==> config.mk <==
export PLATFORM = sky130hd
export DESIGN_NAME = jump_ctrl
export DESIGN_NICKNAME = d
export VERILOG_FILES = /design/src/rtl/jump_ctrl.sv
export SDC_FILE = /design/constraint.sdc
export NUM_CORES = 1
export LEC_CHECK = 0
export CAP_MARGIN = 20
export CORE_UTILIZATION = 58
export CTS_BUF_LIST = sky130_fd_sc_hd__clkbuf_8 sky130_fd_sc_hd__clkbuf_16
export DETAILED_ROUTE_END_ITERATION = 10
export PLACE_DENSITY = 0.78
export RECOVER_POWER = 25
export SLEW_MARGIN = 20
export SYNTH_ARGS = -nofsm -noshare
export SYNTH_HDL_FRONTEND = slang
export SYNTH_SLANG_ARGS = --single-unit
export TNS_END_PERCENT = 1
==> constraint.sdc <==
create_clock -name clk_25 -period 3.9 [get_ports clk_25]
set_input_delay 1.17 -clock clk_25 [delete_from_list [all_inputs] [get_ports clk_25]]
set_output_delay 1.17 -clock clk_25 [all_outputs]
set_load 0.03 [all_outputs]
==> src/rtl/jump_ctrl.sv <==
// jump_ctrl: push-button jump physics for a single sprite row coordinate.
//
// The raw button is synchronized and debounced. A clean press leaves a
// pending jump request, which is served on the next unpaused game tick if the
// player is standing on the ground. While airborne the player rises under a
// decaying velocity, then falls with velocity growing up to VMAX until the
// ground row is reached again.
//
// Ports:
//   clk_25    in   1  pixel clock, all state on its rising edge
//   rst       in   1  asynchronous active-low reset
//   jump_btn  in   1  raw asynchronous push-button
//   tick      in   1  game-rate strobe, one clk_25 cycle wide
//   pause     in   1  level, freezes motion while high
//   player_y  out 10  current player row (0 = top of screen)
//   airborne  out  1  player is rising or falling
//   jump      out  1  one-cycle pulse when a jump starts
//   land      out  1  one-cycle pulse on touchdown
module jump_ctrl #(
  parameter int GROUND_Y        = 400,
  parameter int V0              = 12,
  parameter int GRAVITY         = 1,
  parameter int VMAX            = 15,
  parameter int DEBOUNCE_CYCLES = 250000
) (
  input  logic       clk_25,
  input  logic       rst,
  input  logic       jump_btn,
  input  logic       tick,
  input  logic       pause,
  output logic [9:0] player_y,
  output logic       airborne,
  output logic       jump,
  output logic       land
);

  localparam int              CW       = (DEBOUNCE_CYCLES > 1) ? $clog2(DEBOUNCE_CYCLES) : 1;
  localparam logic [CW-1:0]   CNT_LAST = CW'(DEBOUNCE_CYCLES - 1);
  localparam logic [9:0]      GROUND_L = 10'(GROUND_Y);
  localparam logic [5:0]      V0_L     = 6'(V0);
  localparam logic [5:0]      GRAV_L   = 6'(GRAVITY);
  localparam logic [6:0]      VMAX_L   = 7'(VMAX);

  typedef enum logic [1:0] {
    GROUNDED = 2'd0,
    RISING   = 2'd1,
    FALLING  = 2'd2
  } state_t;

  state_t        state_q, state_d;
  logic [1:0]    sync_q, sync_d;
  logic [1:0]    fill_q, fill_d;
  logic          arm_q, arm_d;
  logic [CW-1:0] cnt_q, cnt_d;
  logic          db_q, db_d;
  logic          db_prev_q, db_prev_d;
  logic          pending_q, pending_d;
  logic [9:0]    y_q, y_d;
  logic [5:0]    vel_q, vel_d;
  logic          jump_q, jump_d;
  logic          land_q, land_d;
  logic          air_q, air_d;

  logic          btn_s;
  logic          step_s;
  logic          press_s;
  logic [10:0]   fall_sum_s;
  logic [6:0]    vel_inc_s;

  // Button conditioning: synchronizer, debounce counter and press detection.
  always_comb begin
    sync_d    = {sync_q[0], jump_btn};
    btn_s     = sync_q[1];
    // fill_q[1] marks that btn_s carries a real pin sample rather than the
    // reset value of the synchronizer.
    fill_d    = {fill_q[0], 1'b1};
    // A button held through reset must be seen released before a rising
    // debounced level counts as a press.
    arm_d     = arm_q | (fill_q[1] & ~btn_s);
    db_d      = db_q;
    cnt_d     = {CW{1'b0}};
    if (btn_s != db_q) begin
      if (cnt_q == CNT_LAST) begin
        db_d  = btn_s;
        cnt_d = {CW{1'b0}};
      end else begin
        db_d  = db_q;
        cnt_d = cnt_q + CW'(1);
      end
    end else begin
      db_d  = db_q;
      cnt_d = {CW{1'b0}};
    end
    db_prev_d = db_q;
    press_s   = db_q & ~db_prev_q & arm_q;
  end

  // Motion FSM, evaluated only on unpaused ticks; also owns the pending request.
  always_comb begin
    state_d    = state_q;
    y_d        = y_q;
    vel_d      = vel_q;
    pending_d  = pending_q;
    jump_d     = 1'b0;
    land_d     = 1'b0;
    step_s     = tick & ~pause;
    fall_sum_s = {1'b0, y_q} + {5'b00000, vel_q};
    vel_inc_s  = {1'b0, vel_q} + {1'b0, GRAV_L};
    if (step_s) begin
      // Any request seen at a tick is consumed: served on the ground,
      // discarded while airborne.
      pending_d = 1'b0;
      case (state_q)
        GROUNDED: begin
          if (pending_q) begin
            vel_d   = V0_L;
            state_d = RISING;
            jump_d  = 1'b1;
          end else begin
            vel_d   = vel_q;
            state_d = GROUNDED;
          end
        end
        RISING: begin
          if ({4'b0000, vel_q} > y_q) begin
            y_d = 10'd0;
          end else begin
            y_d = y_q - {4'b0000, vel_q};
          end
          if (vel_q > GRAV_L) begin
            vel_d = vel_q - GRAV_L;
          end else begin
            vel_d   = 6'd0;
            state_d = FALLING;
          end
        end
        FALLING: begin
          if (fall_sum_s >= {1'b0, GROUND_L}) begin
            y_d     = GROUND_L;
            vel_d   = 6'd0;
            state_d = GROUNDED;
            land_d  = 1'b1;
          end else begin
            y_d = fall_sum_s[9:0];
            if (vel_inc_s > VMAX_L) begin
              vel_d = VMAX_L[5:0];
            end else begin
              vel_d = vel_inc_s[5:0];
            end
          end
        end
        default: begin
          y_d     = GROUND_L;
          vel_d   = 6'd0;
          state_d = GROUNDED;
        end
      endcase
    end else begin
      pending_d = pending_q;
    end
    // A new press is only visible from the cycle after its edge, so a tick
    // coinciding with the edge never consumes it.
    pending_d = pending_d | press_s;
    air_d     = (state_d != GROUNDED);
  end

  // State registers, all forced to the grounded idle state by reset.
  always_ff @(posedge clk_25 or negedge rst) begin
    if (!rst) begin
      state_q   <= GROUNDED;
      sync_q    <= 2'b00;
      fill_q    <= 2'b00;
      arm_q     <= 1'b0;
      cnt_q     <= {CW{1'b0}};
      db_q      <= 1'b0;
      db_prev_q <= 1'b0;
      pending_q <= 1'b0;
      y_q       <= GROUND_L;
      vel_q     <= 6'd0;
      jump_q    <= 1'b0;
      land_q    <= 1'b0;
      air_q     <= 1'b0;
    end else begin
      state_q   <= state_d;
      sync_q    <= sync_d;
      fill_q    <= fill_d;
      arm_q     <= arm_d;
      cnt_q     <= cnt_d;
      db_q      <= db_d;
      db_prev_q <= db_prev_d;
      pending_q <= pending_d;
      y_q       <= y_d;
      vel_q     <= vel_d;
      jump_q    <= jump_d;
      land_q    <= land_d;
      air_q     <= air_d;
    end
  end

  assign player_y = y_q;
  assign airborne = air_q;
  assign jump     = jump_q;
  assign land     = land_q;

endmodule

==> results of run 1 <==
-- cell type report --
type                            instances  area, um2  area share
Multi-Input combinational cell        278       1780       0.518
Sequential cell                        47       1180       0.343
Timing Repair Buffer                   18        171      0.0498
Tap cell                               70       87.6      0.0255
Inverter                               22       82.6      0.0240
Clock buffer                            5       68.8      0.0200
Clock inverter                          3       67.6      0.0196
-- metal layers --
layer	routed length, um	GRT usage	up-vias
li1	-	-	1272
met5	0	0	-
met1	2930	0.334	1256
met4	138	0.115	0
met3	289	0.0388	15
met2	3470	0.466	78
-- Yosys cell counts (4+ instances only) --
master and count:
nor3_1 8, a31oi_1 7, dfrtp_1 44, clkbuf_1 8, xor2_1 11, a21oi_1 12, a221oi_1 4, and3_1 6
nor2_1 55, and2_1 4, or3_1 4, ha_1 20, or2_2 4, o31ai_1 6, nand2_1 34, nor2b_1 8
o21ai_0 20, xnor2_1 14, inv_1 22, nand2b_1 5, nand3_1 12
-- cells in the final DEF, fill, tap and decap left out, types with 6 or more instances in the layout --
cell type         n
and3_1            6
nand3_1          12
nor3_1            8
xnor2_1          14
nor2b_1           8
inv_1            22
dfrtp_1          44
clkdlybuf4s50_1  15
o21ai_0          20
nor2_1           55
ha_1             20
a21oi_1          12
nand2_1          34
xor2_1           11
o31ai_1           6
a31oi_1           7
-- through the flow --
stage          std cells  cell area, um2  hold slack, ps  setup WS [ps]   util
6_report             443            3440             353            443  0.669
3_5_place_dp         435            3300             336            505  0.643
3_3_place_gp         435            3300             332            621  0.643
2_1_floorplan        359            3100             331           1000      -
4_1_cts              443            3440             357            484  0.669
5_1_grt              443            3440             361            213  0.669
-- where the power goes --
group	internal (mW)	switching, mW	total, mW
Sequential	0.565	0.122	0.687
Clock	0.256	0.178	0.434
Combinational	0.433	0.684	1.12
Total	1.25	0.985	2.24
-- worst reg2reg max path: stages, from the launching register on --
cell and delay (ps):
dfrtp_1 490, ha_1 260, fa_1 410, nor3b_1 170
or3_1 450, nor3_1 210, a41oi_1 70, o21a_1 230
o31ai_4 620, a221oi_1 230, o31ai_1 220
-- state kept, by name (all words and copies together), names as in the netlist, 2 cells and up --
register	cells
cnt_q	18
player_y	10
vel_q	6
fill_q	2
state_q	2
sync_q	2
-- logic make-up (layout without fill, tap and decap cells) --
kind of cell / after synthesis / count (layout) / share of synthesized area
xor gates and xnor gates: 25 / 25 / 0.0706
other: 1 / 1 / 0.00121
and+or+nand+nor: 150 / 150 / 0.228
adders and majority gates: 22 / 22 / 0.0935
AOI/OAI and AO/OA: 78 / 78 / 0.174
buffers and inverters: 34 / 48 / 0.0456
DFF: 47 / 47 / 0.380
muxes: 2 / 2 / 0.00685
-- worst min path at each step --
stage,startpoint,to,cells after the start
6_report,fill_q[0]$_DFF_PN0_,fill_q[1]$_DFF_PN0_,0
5_1_grt,fill_q[0]$_DFF_PN0_,fill_q[1]$_DFF_PN0_,0
4_1_cts,fill_q[0]$_DFF_PN0_,fill_q[1]$_DFF_PN0_,0
3_5_place_dp,fill_q[0]$_DFF_PN0_,fill_q[1]$_DFF_PN0_,0
3_3_place_gp,fill_q[0]$_DFF_PN0_,fill_q[1]$_DFF_PN0_,0
2_1_floorplan,fill_q[0]$_DFF_PN0_,fill_q[1]$_DFF_PN0_,0
==> results.txt, run 1 <==
Total power -> 2.24 mW
Worst Path Required -> 4120 ps
YS warnings -> 0
Global-route wire length before repair -> 11.2 mm
Ys flop type -> dfrtp_1
Setup Crit Path Kind -> register to register
Critical path endpoint category -> register
Max stage delay on crit path -> 620 ps
Final WL -> 6.83 mm
Slew Limit Fails -> 48
GPL Wtd Cong -> 0.911
Max stage delay cell, worst path -> o31ai_4
Root buf cell -> clkbuf_8
Violated checks -> max-capacitance violations, max-slew violations
Yosys reg bits -> 47
Reg-to-Reg End -> player_y[2]$_DFFE_PN0P_
DRT Pass-1 Iters -> 4
Worst-path clk slew -> 90 ps
Synthesized area -> 3100 um2
Hold Crit Class -> register to register
CP Max Fanout -> 15
Final min period -> 3460 ps
Final hold vios -> 0
Mapped Cells -> 359
Congestion Overflow GR -> 0
Lkg Pwr -> 1.52 nW
Sum of negative setup slack -> 0 ps
RSZ-0062 raised after global routing -> no
Worst r2r src -> vel_q[0]$_DFFE_PN0P_
CP endpoint -> player_y[2]$_DFFE_PN0P_
Starting Density -> 0.604
Htree depth -> 2
Clk_skew -> 14.7 ps
Final HPWL DP -> 4.94 mm
Post-synthesis cell type count -> 58
CTS tree -> built
EDFF count, synth -> 0
Share of cells above drive strength 1 -> 0.0617
Syn Area/Cell -> 8.64 um2
Pin count of the biggest net entering global routing -> 48
Post-cts sizing count -> 0
Worst path cell trace -> ha_1 > fa_1 > nor3b_1 > or3_1 > nor3_1 > a41oi_1 > o21a_1 > o31ai_4 > a221oi_1 > o31ai_1
Initial DRC count -> 258
Worst slew margin -> -0.665
Status -> finished with violations
Final period utilization -> 0.887
Worst Setup Start Kind -> register
# clock sinks -> 47
Die Span Y -> 75.1 um
Final net count -> 399
Vias -> 2621
Area added between synthesis and finish -> 10.8%
Total GRT Usage -> 0.268
Post-Syn Nets -> 386
IO Port Bufs -> 17
Max VDD drop -> 0.268 mV
Endpoints failing setup -> 0
Cts bufs inserted -> 5
Fmax -> 0.289 GHz
Family with the most delay on the worst path -> compound AO/OA/AOI/OAI gates
Initial antenna violation count -> 0
Via/cell ratio -> 5.92
ANT nets after route -> 0
Pwr dens -> 651 nW/um2
Synth top area cells -> dfrtp_1 35%, ha_1 8.1%, nor2_1 6.7%
Synth top area share -> 0.355
Worst R2R Path Depth -> 10
R2R setup slack -> 440 ps
Vias in the first global route -> 2481
Setup bufs post-CTS -> 0
Top Ports -> 18
Crit path buf inv count -> 0
Worst Setup SP -> vel_q[0]$_DFFE_PN0P_
Die area -> 5650 um2
Fillers -> 439
Routed len/inst -> 15.4 um
Worst-skew pair later-pin latency -> 310 ps
Die X-Extent -> 75.1 um
N_diodes -> 0
Maximum clock path buffer count -> 2
Max cap viols -> 1
Worst path depth -> 10
Largest area contributor in the netlist -> dfrtp_1
Number of hold buffers added after CTS -> 0
Sequential area share after synthesis -> 0.380
Slew @ Worst Pin -> 2500 ps
Async set or reset register ratio after synthesis -> 1.00
CP Data Arrival Time -> 3680 ps
CORE AREA -> 5140 um2
Drt drc -> 0
Core Rows -> 26
Power figures use the tool's default switching activity.
==> inputs of run 2 (changes only) <==
--- a/config.mk
+++ b/config.mk
@@ -8,6 +8,7 @@
 export CAP_MARGIN = 20
 export CORE_UTILIZATION = 58
 export CTS_BUF_LIST = sky130_fd_sc_hd__clkbuf_8 sky130_fd_sc_hd__clkbuf_16
+export CTS_CLUSTER_DIAMETER = 100
 export DETAILED_ROUTE_END_ITERATION = 10
 export PLACE_DENSITY = 0.78
 export RECOVER_POWER = 25
==> constraint.sdc (replaced) <==
create_clock -name clk_25 -period 3.9 [get_ports clk_25]
set_input_delay 0.975 -clock clk_25 [delete_from_list [all_inputs] [get_ports clk_25]]
set_output_delay 0.975 -clock clk_25 [all_outputs]
set_load 0.03 [all_outputs]
==> results of run 2 <==
The final DEF is identical to that of run 1. Status: finished with violations: max-capacitance violations, max-slew violations.
